File: src/rtl/mem_arbiter.sv
// Round-robin arbiter sharing one pipelined multi-cycle memory between I-cache and D-cache miss handlers.
// Block fills issue one read per cycle; returned words are steered combinationally to the owner.
module mem_arbiter #(
  parameter int MEM_LATENCY = 4,
  parameter int BLOCK_WORDS = 8
) (
  input  logic        clk,
  input  logic        rst_n,
  input  logic        i_req,
  input  logic [15:0] i_addr,
  output logic        i_grant,
  output logic        i_valid,
  output logic [2:0]  i_word,
  output logic [15:0] i_data,
  output logic        i_done,
  input  logic        d_req,
  input  logic        d_wr,
  input  logic [15:0] d_addr,
  input  logic [15:0] d_wdata,
  output logic        d_grant,
  output logic        d_valid,
  output logic [2:0]  d_word,
  output logic [15:0] d_data,
  output logic        d_done,
  output logic        mem_en,
  output logic        mem_wr,
  output logic [15:0] mem_addr,
  output logic [15:0] mem_wdata,
  input  logic [15:0] mem_rdata,
  input  logic        mem_rvalid
);

  localparam logic [2:0] S_FLUSH = 3'd0;
  localparam logic [2:0] S_IDLE  = 3'd1;
  localparam logic [2:0] S_FILL  = 3'd2;
  localparam logic [2:0] S_WRITE = 3'd3;
  localparam logic [2:0] S_DONE  = 3'd4;

  localparam logic OWN_I = 1'b0;
  localparam logic OWN_D = 1'b1;

  localparam int          FW         = (MEM_LATENCY > 1) ? $clog2(MEM_LATENCY) : 1;
  localparam logic [FW-1:0] FLUSH_LAST = FW'(MEM_LATENCY - 1);
  localparam logic [3:0]  NWORDS     = 4'(BLOCK_WORDS);
  localparam logic [3:0]  LAST_WORD  = 4'(BLOCK_WORDS - 1);

  logic [2:0]    state;
  logic [FW-1:0] flush_cnt;
  logic [3:0]    issue_cnt;
  logic [3:0]    ret_cnt;
  logic          last_owner;
  logic          owner;
  logic [15:0]   base;

  logic          i_win;
  logic          d_win;
  logic          active;
  logic          filling;
  logic [15:0]   req_base;

  // On a tie the side that did not own memory last time wins.
  assign i_win    = i_req && (!d_req || (last_owner == OWN_D));
  assign d_win    = d_req && (!i_req || (last_owner == OWN_I));
  assign req_base = (d_win ? d_addr : i_addr) & 16'hFFF0;

  assign active  = (state == S_FILL) || (state == S_WRITE) || (state == S_DONE);
  assign filling = (state == S_FILL);

  always_ff @(posedge clk or negedge rst_n) begin
    if (!rst_n) begin
      state      <= S_FLUSH;
      flush_cnt  <= '0;
      issue_cnt  <= '0;
      ret_cnt    <= '0;
      last_owner <= OWN_I;
      owner      <= OWN_I;
      base       <= '0;
      mem_en     <= 1'b0;
      mem_wr     <= 1'b0;
      mem_addr   <= '0;
      mem_wdata  <= '0;
    end else begin
      case (state)
        // Absorbs returns still in flight from before reset.
        S_FLUSH: begin
          if (flush_cnt == FLUSH_LAST) state <= S_IDLE;
          else                         flush_cnt <= flush_cnt + 1'b1;
        end
        S_IDLE: begin
          if (i_win || d_win) begin
            owner      <= d_win;
            last_owner <= d_win;
            ret_cnt    <= '0;
            mem_en     <= 1'b1;
            if (d_win && d_wr) begin
              state     <= S_WRITE;
              mem_wr    <= 1'b1;
              mem_addr  <= d_addr;
              mem_wdata <= d_wdata;
              issue_cnt <= '0;
            end else begin
              state     <= S_FILL;
              mem_wr    <= 1'b0;
              base      <= req_base;
              mem_addr  <= req_base;
              issue_cnt <= 4'd1;
            end
          end
        end
        S_FILL: begin
          if (issue_cnt < NWORDS) begin
            mem_en    <= 1'b1;
            mem_addr  <= base | {12'd0, issue_cnt[2:0], 1'b0};
            issue_cnt <= issue_cnt + 1'b1;
          end else begin
            mem_en <= 1'b0;
          end
          if (mem_rvalid) begin
            ret_cnt <= ret_cnt + 1'b1;
            if (ret_cnt == LAST_WORD) state <= S_DONE;
          end
        end
        S_WRITE: begin
          mem_en <= 1'b0;
          mem_wr <= 1'b0;
          state  <= S_DONE;
        end
        S_DONE:  state <= S_IDLE;
        default: state <= S_FLUSH;
      endcase
    end
  end

  assign i_grant = active && (owner == OWN_I);
  assign d_grant = active && (owner == OWN_D);
  assign i_valid = filling && (owner == OWN_I) && mem_rvalid;
  assign d_valid = filling && (owner == OWN_D) && mem_rvalid;
  assign i_done  = (state == S_DONE) && (owner == OWN_I);
  assign d_done  = (state == S_DONE) && (owner == OWN_D);
  assign i_word  = ret_cnt[2:0];
  assign d_word  = ret_cnt[2:0];
  assign i_data  = mem_rdata;
  assign d_data  = mem_rdata;

endmodule
File: config.mk
export PLATFORM = sky130hd
export DESIGN_NAME = mem_arbiter
export DESIGN_NICKNAME = d
export VERILOG_FILES = /design/src/rtl/mem_arbiter.sv
export SDC_FILE = /design/constraint.sdc
export NUM_CORES = 1
export LEC_CHECK = 0
export CORE_UTILIZATION = 35
export DETAILED_ROUTE_END_ITERATION = 10
export GPL_TIMING_DRIVEN = 0
export PLACE_DENSITY_LB_ADDON = 0.08
export SLEW_MARGIN = 20
export SYNTH_ARGS = -nofsm -noshare
export SYNTH_HDL_FRONTEND = slang
export SYNTH_SLANG_ARGS = --single-unit
File: constraint.sdc
create_clock -name clk -period 4.2 [get_ports clk]
set_input_delay 0.84 -clock clk [delete_from_list [all_inputs] [get_ports clk]]
set_output_delay 0.84 -clock clk [all_outputs]
set_load 0.03 [all_outputs]
==> results.json, run 1 <==
{
  "die_height_um": 97.10,
  "gpl_congestion": 0.7373,
  "timing.critical_path.slowest_stage_cell": "clkdlybuf4s50_1",
  "synth_seq_area_share_pct": 47.43,
  "detailedRoute.firstPassIterationCount": 4,
  "die_w_um": 97.10,
  "viasPerCell": 4.665,
  "dieArea_um2": 9428,
  "place_hpwl_mm": 5.408,
  "grt_start_max_net_pins": 48,
  "placement.cell_area_um2": 4597,
  "clk_path_buf_depth": 2,
  "worstSetupStartpoint": "state[2]",
  "shortest_clock_period_the_worst_path_allows_after_layout_ps": 3176,
  "routedWlPerCell_um": 13.45,
  "fin_area_um2": 4800,
  "max_freq_mhz": 314.9,
  "ant_nets": 0,
  "totalPowerFinal_mw": 3.373,
  "ff_latch_area_um2": 1501,
  "gr-usage-all-layers_pct": 15.86,
  "worst-path-max-fanout": 10,
  "routed_wl_mm": 7.184,
  "timing.final.setup_violations": 0,
  "timing.rr.end": "mem_addr[7]",
  "synthArstFlopShare_pct": 100.0,
  "hold_viol": 0,
  "synth_seq_cells": 60,
  "cts_tree": "built",
  "grt_first_pass_wirelength_mm": 11.98,
  "netlist-cell-type-count": 46,
  "vias": 2491,
  "fillerInstances": 772,
  "synth-main-ff-cell": "dfrtp_1",
  "post_route_cells_drive_above_1_share_pct": 25.12,
  "worst_ep_arrival_time_ps": 2340,
  "fin_worst_skew_ps": 7.895,
  "net_count_reported_at_finish": 494,
  "netlist.top_cell.by_area": "dfrtp_1",
  "synth_top_cells_by_count": "60 x dfrtp_1, 41 x buf_4, 31 x nor2_1",
  "met2_usage_pct": 25.79,
  "number_of_cells_on_the_worst_reg_to_reg_path": 6,
  "port_buffers": 127,
  "syn-mean-instance-area_um2": 11.23,
  "worst_setup_path_end_kind": "output pin",
  "post-cts-setup-buffer-count": 0,
  "vdd.ir_drop.worst_mv": 0.3585,
  "via_count_of_the_first_global_routing_pass": 2486,
  "reg2reg_from": "owner",
  "cts-buffers-inserted": 9,
  "multi_input_comb_area_um2": 1281,
  "fp.coreArea_um2": 8721,
  "power.density_cell_area_nw_per_um2": 702.8,
  "totalNegativeSetupSlack_ps": 0,
  "placement_rows": 34,
  "number_of_antenna_violations_at_the_first_check_in_global_routing": 0,
  "globalRoute.busiestLayer": "met2",
  "worst_hold_slack_ps": 357.5,
  "slowest_delay_ps": 680,
  "power_leakage_nw": 2.112,
  "met1_usage_pct": 19.41,
  "gate_count_post_synth": 282,
  "cts.repair.resized": 0,
  "ioPinCount": 148,
  "postLayoutCoreUtil_pct": 55.04,
  "antenna_cells_inserted": 0,
  "worst_skew_pair.late_latency_ps": 330,
  "reg2reg_slack_ps": 2250,
  "final_min_period_over_clock_period_pct": 75.61,
  "clk_pin_slew_worst_paths_ps": 70,
  "grt.overflow.total": 0,
  "critical_path.startpoint_type": "register",
  "yosys-top-cells-area": "dfrtp_1 47%, buf_4 9.7%, mux2_4 8.1%, a21oi_1 4.4%, mux2_2 4.3%",
  "synth.top_cell.area_share_pct": 47.43,
  "post-synth-top-count-cell": "dfrtp_1",
  "drcViolationCount": 0,
  "critical_path_required_ps": 3360,
  "initialDrtViolationCount": 98,
  "cp_cell_sequence": "buf_2 -> inv_1 -> nor3_1 -> a21oi_1 -> nor2_1 -> clkdlybuf4s50_1",
  "run_status": "completed",
  "synthesis.nets": 355,
  "min-delay-path-class": "input pin to asynchronous set/reset pin",
  "root_buffer_cell": "clkbuf_8",
  "max_cap_violations": 0,
  "area_growth_syn_to_layout_pct": 51.62,
  "cts_htree_levels": 3,
  "globalRouteMet3Util_pct": 6.403,
  "slew_headroom_pct": 58.51,
  "clock_sinks": 60,
  "initial_utilization_pct": 36.30,
  "edff_count_synth": 0,
  "yosysWarnings": 0,
  "cts_hold_buf": 0,
  "final-max-slew-violation-count": 0,
  "syn_area_um2": 3166,
  "critPathKind": "register to output pin",
  "grt_setup_unrepaired": "no",
  "worst_pin_slew_ps": 615.9
}
[report_power, final]
| part | switching (mW) | leakage (nW) | internal, mW |
|---|---|---|---|
| logic | 0.948 | 1.29 | 0.888 |
| clock network | 0.221 | 0.102 | 0.305 |
| registers | 0.165 | 0.722 | 0.848 |
| total | 1.33 | 2.11 | 2.04 |
[logic make-up (layout without fill, tap and decap cells)]
kind of cell,after synthesis,after routing,share of synthesized area (%)
AND/OR/NAND/NOR,69,69,11.74
flip-flops,60,60,47.43
AO/OA/AOI/OAI,54,54,10.87
buffers and inverters,53,197,12.09
multiplexers,41,41,16.13
adder cells (fa/ha/maj),3,3,1.186
XOR/XNOR,2,2,0.5535
[worst max-delay path: cells and delay by family (launching register included)]
kind	cells	cell delay, ps
buffers and inverters	3	1110
DFF	1	420
and+or+nand+nor	2	380
AOI/OAI and AO/OA	1	90
[stage by stage]
stage / instances / worst slack, ps
2_1_floorplan: 282 / 1616
3_3_place_gp: 517 / 274.0
3_5_place_dp: 518 / 1058
4_1_cts: 534 / 1028
5_1_grt: 534 / 833.0
6_report: 534 / 1024
[final cells by class]
cell class / instances / share of cell area [%]
buffer: 51 / 7.821
clock buffer: 12 / 3.233
clock inverter: 4 / 0.9906
inverter: 2 / 0.1564
multi-input combinational: 169 / 26.69
sequential: 60 / 31.28
tap: 108 / 2.815
timing repair buffer: 128 / 27.01
[cell usage in the layout, fill, tap and decap left out, types with 3 or more instances in the layout]
cell and instances:
a211oi_1 3, a21oi_1 28, a2bb2oi_1 3, buf_2 6, buf_4 42, buf_6 3, clkbuf_8 11, clkdlybuf4s50_1 126
dfrtp_1 60, ha_1 3, mux2_2 12, mux2_4 17, mux2i_1 12, nand2_1 7, nand3_1 9, nor2_1 31
o21ai_0 10
[state kept, by name (all words and copies together) (netlist names)]
signal     count
base          12
flush_cnt      2
issue_cnt      4
mem_addr      16
mem_en         1
mem_wdata     16
mem_wr         1
owner          1
ret_cnt        4
state          3
[worst max-delay path by stage]
stage	endpoint	cells past startpoint
after global routing	d_grant	6
after floorplan	i_done	3
final	i_grant	6
after detailed placement	i_valid	4
after CTS	i_grant	6
after global placement	mem_wdata[3]	1
[layer usage]
metal,vias up,share of wire (%)
met5,-,0
met4,0,1.0
met3,7,8.3
met2,101,47
met1,1159,43
li1,1224,-
Power figures use the tool's default switching activity.
==> run 2: changes to the inputs <==
clock period = 2.6 ns   (was 4.2 ns; I/O delays follow)
==> results.json, run 2 (synthesis results as in run 1) <==
{
  "run_status": "completed",
  "grt.overflow.total": 0,
  "ioPinCount": 148,
  "hold_viol": 0,
  "worst-path-max-fanout": 10,
  "min-delay-path-class": "input pin to asynchronous set/reset pin",
  "layout_setup_ws_ps": 151.3,
  "grt_start_max_net_pins": 48,
  "power.density_cell_area_nw_per_um2": 1135,
  "grt_setup_unrepaired": "no",
  "internal-power_mw": 3.289,
  "initial_utilization_pct": 36.30,
  "max_freq_mhz": 408.4,
  "preCtsSetupSlack_ps": 77.35,
  "dieArea_um2": 9428,
  "share_clk_of_total_power_pct": 15.6,
  "vias": 2483,
  "antenna_cells_inserted": 0,
  "critPathKind": "register to output pin",
  "worst_setup_path_end_kind": "output pin",
  "die_height_um": 97.10,
  "detailedRoute.firstPassIterationCount": 4,
  "final_min_period_over_clock_period_pct": 94.18,
  "worst_pin_slew_ps": 615.5,
  "combinationalPowerShare_pct": 54.4,
  "gr-usage-all-layers_pct": 15.96,
  "cts_htree_levels": 3,
  "clk_pin_slew_worst_paths_ps": 70,
  "via_count_of_the_first_global_routing_pass": 2514,
  "critical_path_required_ps": 2080,
  "gpl_congestion": 0.7373,
  "power.sequential.fraction_pct": 30.0,
  "slew_headroom_pct": 58.53,
  "most-common-layout-cells": "120 x clkdlybuf4s50_1, 60 x dfrtp_1, 43 x buf_4",
  "placement_rows": 34,
  "routedWlPerCell_um": 13.51,
  "grt_first_pass_wirelength_mm": 12.05,
  "routed_wl_mm": 7.230,
  "initialDrtViolationCount": 81,
  "final-max-slew-violation-count": 0,
  "number_of_antenna_violations_at_the_first_check_in_global_routing": 0,
  "p_sw_share_pct": 39.65,
  "power_leakage_nw": 2.146,
  "fin_worst_skew_ps": 7.635,
  "place_hpwl_mm": 5.408,
  "postLayoutCoreUtil_pct": 55.04,
  "post_route_cells_drive_above_1_share_pct": 25.76,
  "cts-buffers-inserted": 9,
  "fillerInstances": 774,
  "cts_tree": "built",
  "ant_nets": 0,
  "worst_ep_arrival_time_ps": 1930,
  "placement.cell_area_um2": 4597,
  "worst_skew_pair.late_latency_ps": 330,
  "die_w_um": 97.10,
  "fin_area_um2": 4800,
  "port_buffers": 127,
  "drcViolationCount": 0,
  "power.switching_mw": 2.161,
  "vdd.ir_drop.worst_mv": 0.5791,
  "timing.final.setup_violations": 0,
  "viasPerCell": 4.641,
  "reg.largest.list": "mem_addr x16, mem_wdata x16, base x12",
  "shortest_clock_period_the_worst_path_allows_after_layout_ps": 2449,
  "area_growth_syn_to_layout_pct": 51.62,
  "critical_path.startpoint_type": "register",
  "layout.cells.most_common": "clkdlybuf4s50_1",
  "fp.coreArea_um2": 8721,
  "totalPowerFinal_mw": 5.449,
  "clock_sinks": 60,
  "net_count_reported_at_finish": 495,
  "max_cap_violations": 0,
  "root_buffer_cell": "clkbuf_8",
  "clk_path_buf_depth": 2
}
-- run 2: cell count changes in the layout (fill, tap and decap cells not counted), sizes merged --
cell           before  now
clkdlybuf4s50     126  120
dlygate4sd2         0    2
clkdlybuf4s15       0    1
dlymetal6s2s        0    1
clkbuf             13   16
-- run 2: what timing repair did --
action,CTS,global route
buffers inserted,1,0
gates resized for setup,5,7
setup endpoints to repair,6,4
hold buffers,0,0
endpoints found under the hold margin,0,0
pin swaps,1,0
-- run 2: worst paths after layout --
check	startpoint	endpoint	slack (ps)	cells after the start
min reg2reg	flush_cnt[0]	flush_cnt[0]	480	1
max in group asynchronous	rst_n	issue_cnt[3]	2070	2
min in group clk	flush_cnt[0]	flush_cnt[0]	480	1
min	rst_n	mem_addr[13]	40	1
max	state[2]	d_done	150	5
max reg2reg	owner	mem_addr[7]	640	6
-- run 2: power by group through the flow --
stage / clock network, mW / registers, mW / logic (mW)
4_1_cts: 0.879 / 1.64 / 3.00
3_3_place_gp: 0 / 1.64 / 2.94
6_report: 0.851 / 1.64 / 2.96
5_1_grt: 0.915 / 1.70 / 3.18
3_5_place_dp: 0 / 1.64 / 3.00
2_1_floorplan: 0 / 2.11 / 1.46
-- run 2: critical path: stages (launching register included) --
cell,delay (ps)
dfrtp_1,420
clkbuf_4,250
inv_1,140
nor3_1,270
and2_1,160
clkdlybuf4s15_1,360
-- run 2: area by class of cell --
class                   instances  area (um2)  share of cell area [%]
multi-input cells             169        1281                   26.69
repair buffers                129        1294                   26.96
flip-flops and latches         60        1501                   31.28
inverters                       2       7.507                  0.1564
plain buffers                  51       377.9                   7.873
clock buffers                  12       155.1                   3.233
well taps                     108       135.1                   2.815
clock inverters                 4       47.55                  0.9906
-- run 2: stage by stage --
step | setup TNS (ps) | hold WS [ps] | instances
after floorplan | 0 | 224.4 | 282
after global placement | -60060 | 460.0 | 517
after detailed placement | 0 | 393.2 | 518
after CTS | 0 | 30.69 | 535
after global routing | 0 | 34.85 | 535
final | 0 | 36.51 | 535
-- run 2: per-layer routing --
| metal | track usage [%] | part of all wire (%) | vias to the layer above |
|---|---|---|---|
| li1 | - | - | 1228 |
| met1 | 19.37 | 44 | 1150 |
| met2 | 26.16 | 47 | 98 |
| met3 | 6.403 | 8.3 | 7 |
| met4 | 4.478 | 1.0 | 0 |
| met5 | 0 | 0 | - |
==> run 3: changes to the inputs <==
CELL_PAD_IN_SITES_DETAIL_PLACEMENT = 0   (was not set)
CELL_PAD_IN_SITES_GLOBAL_PLACEMENT = 1   (was not set)
CORE_UTILIZATION = 29   (was 35)
CTS_BUF_LIST = sky130_fd_sc_hd__clkbuf_8   (was not set)
==> results.json, run 3 (synthesis results as in run 1) <==
{
  "worst-path-max-fanout": 10,
  "ant_nets": 0,
  "power_leakage_nw": 2.139,
  "vias": 2482,
  "multi_input_comb_area_um2": 1281,
  "totalPowerFinal_mw": 5.555,
  "cts_tree": "built",
  "max_cap_violations": 0,
  "max_freq_mhz": 415.9,
  "worst_skew_pair.late_latency_ps": 330,
  "final-max-slew-violation-count": 0,
  "net_count_reported_at_finish": 495,
  "gpl_congestion": 0.6919,
  "placement_rows": 37,
  "routed_wl_mm": 7.518,
  "clock_sinks": 60,
  "ioPinCount": 148,
  "fin_worst_skew_ps": 13.68,
  "power.density_cell_area_nw_per_um2": 1148,
  "fin_area_um2": 4840,
  "via_count_of_the_first_global_routing_pass": 2387,
  "grt_start_max_net_pins": 34,
  "place_hpwl_mm": 5.544,
  "final_min_period_over_clock_period_pct": 92.49,
  "slowest_delay_ps": 430,
  "dieArea_um2": 11340,
  "number_of_antenna_violations_at_the_first_check_in_global_routing": 0,
  "cp_cell_sequence": "buf_2 -> nor3b_4 -> nand2_2 -> nor2_1 -> dlygate4sd2_1",
  "initialDrtViolationCount": 60,
  "worst_setup_path_end_kind": "output pin",
  "viasPerCell": 4.416,
  "totalNegativeSetupSlack_ps": 0,
  "vdd.ir_drop.worst_mv": 0.4994,
  "ff_latch_area_um2": 1501,
  "grt_first_pass_wirelength_mm": 12.07,
  "fp.coreArea_um2": 10460,
  "post_route_cells_drive_above_1_share_pct": 26.06,
  "critical_path.startpoint_type": "register",
  "routedWlPerCell_um": 13.38,
  "shortest_clock_period_the_worst_path_allows_after_layout_ps": 2405,
  "hold_viol": 0,
  "grt.overflow.total": 0,
  "antenna_cells_inserted": 0,
  "reg.largest.list": "mem_addr x16, mem_wdata x16, base x12",
  "postLayoutCoreUtil_pct": 46.26,
  "die_w_um": 106.5,
  "clk_pin_slew_worst_paths_ps": 80,
  "timing.final.setup_violations": 0,
  "area_growth_syn_to_layout_pct": 52.89,
  "critical_path_required_ps": 2080,
  "timing.critical_path.slowest_stage_cell": "dfrtp_1",
  "grt_setup_unrepaired": "no",
  "slew_headroom_pct": 54.28,
  "worstPathBufferInverterCount": 2,
  "cts-buffers-inserted": 9,
  "root_buffer_cell": "clkbuf_8",
  "drcViolationCount": 0,
  "gr-usage-all-layers_pct": 13.62,
  "cts_htree_levels": 3,
  "fillerInstances": 1019,
  "placement.cell_area_um2": 4624,
  "clk_path_buf_depth": 2,
  "run_status": "completed",
  "initial_utilization_pct": 30.26,
  "critPathKind": "register to output pin",
  "layout.cells.most_common": "clkdlybuf4s50_1",
  "worst_pin_slew_ps": 678.6,
  "detailedRoute.firstPassIterationCount": 4,
  "worst_ep_arrival_time_ps": 1880,
  "die_height_um": 106.5,
  "cpLargestDelayFamily": "buffers and inverters",
  "port_buffers": 127,
  "min-delay-path-class": "input pin to asynchronous set/reset pin",
  "most-common-layout-cells": "120 x clkdlybuf4s50_1, 60 x dfrtp_1, 43 x buf_4"
}
-- run 3: what timing repair did --
| action | in CTS | in global routing |
|---|---|---|
| pin swaps | 1 | 0 |
| endpoints found under the setup margin | 6 | 4 |
| resized for setup | 6 | 7 |
| hold buffers | 0 | 0 |
| setup buffers | 1 | 0 |
| hold endpoints to repair | 0 | 0 |
-- run 3: report_power, final --
group | switching (mW) | leakage [nW] | internal (mW)
clock | 0.366 | 0.111 | 0.585
sequential | 0.268 | 0.722 | 1.37
combinational | 1.54 | 1.31 | 1.42
total | 2.18 | 2.14 | 3.38
-- run 3: area by class of cell --
type                            instances  share of cell area, %
Multi-Input combinational cell        169                  26.47
Clock inverter                          4                  1.499
Sequential cell                        60                  31.02
Timing Repair Buffer                  129                  26.40
Buffer                                 51                  7.808
Inverter                                2                 0.1551
Tap cell                              136                  3.516
Clock buffer                           11                  3.128
-- run 3: stage by stage --
stage                     setup WS (ps)  hold slack, ps  instances
after floorplan                   336.2           224.4        282
after global placement            -1171           461.6        545
after detailed placement          80.79           465.4        546
after CTS                         8.194           101.4        562
after global routing              52.43           112.9        562
final                             195.3           98.96        562
-- run 3: layer usage --
| metal | share of wire (%) | global-route usage [%] | up-vias | wire length, um |
|---|---|---|---|---|
| li1 | - | - | 1224 | - |
| met1 | 48 | 18.55 | 1154 | 3613 |
| met2 | 42 | 19.99 | 98 | 3157 |
| met3 | 8.9 | 4.844 | 6 | 668 |
| met4 | 1.1 | 4.403 | 0 | 79 |
| met5 | 0 | 0 | - | 0 |
-- run 3: worst paths after layout --
kind / start / end / slack [ps] / cells after the start
max reg2reg: owner / mem_addr[5] / 730 / 6
min: rst_n / owner / 100 / 1
min in group clk: flush_cnt[0] / flush_cnt[0] / 480 / 1
min reg2reg: flush_cnt[0] / flush_cnt[0] / 480 / 1
max in group asynchronous: rst_n / mem_addr[4] / 1990 / 2
max: state[0] / i_valid / 200 / 5
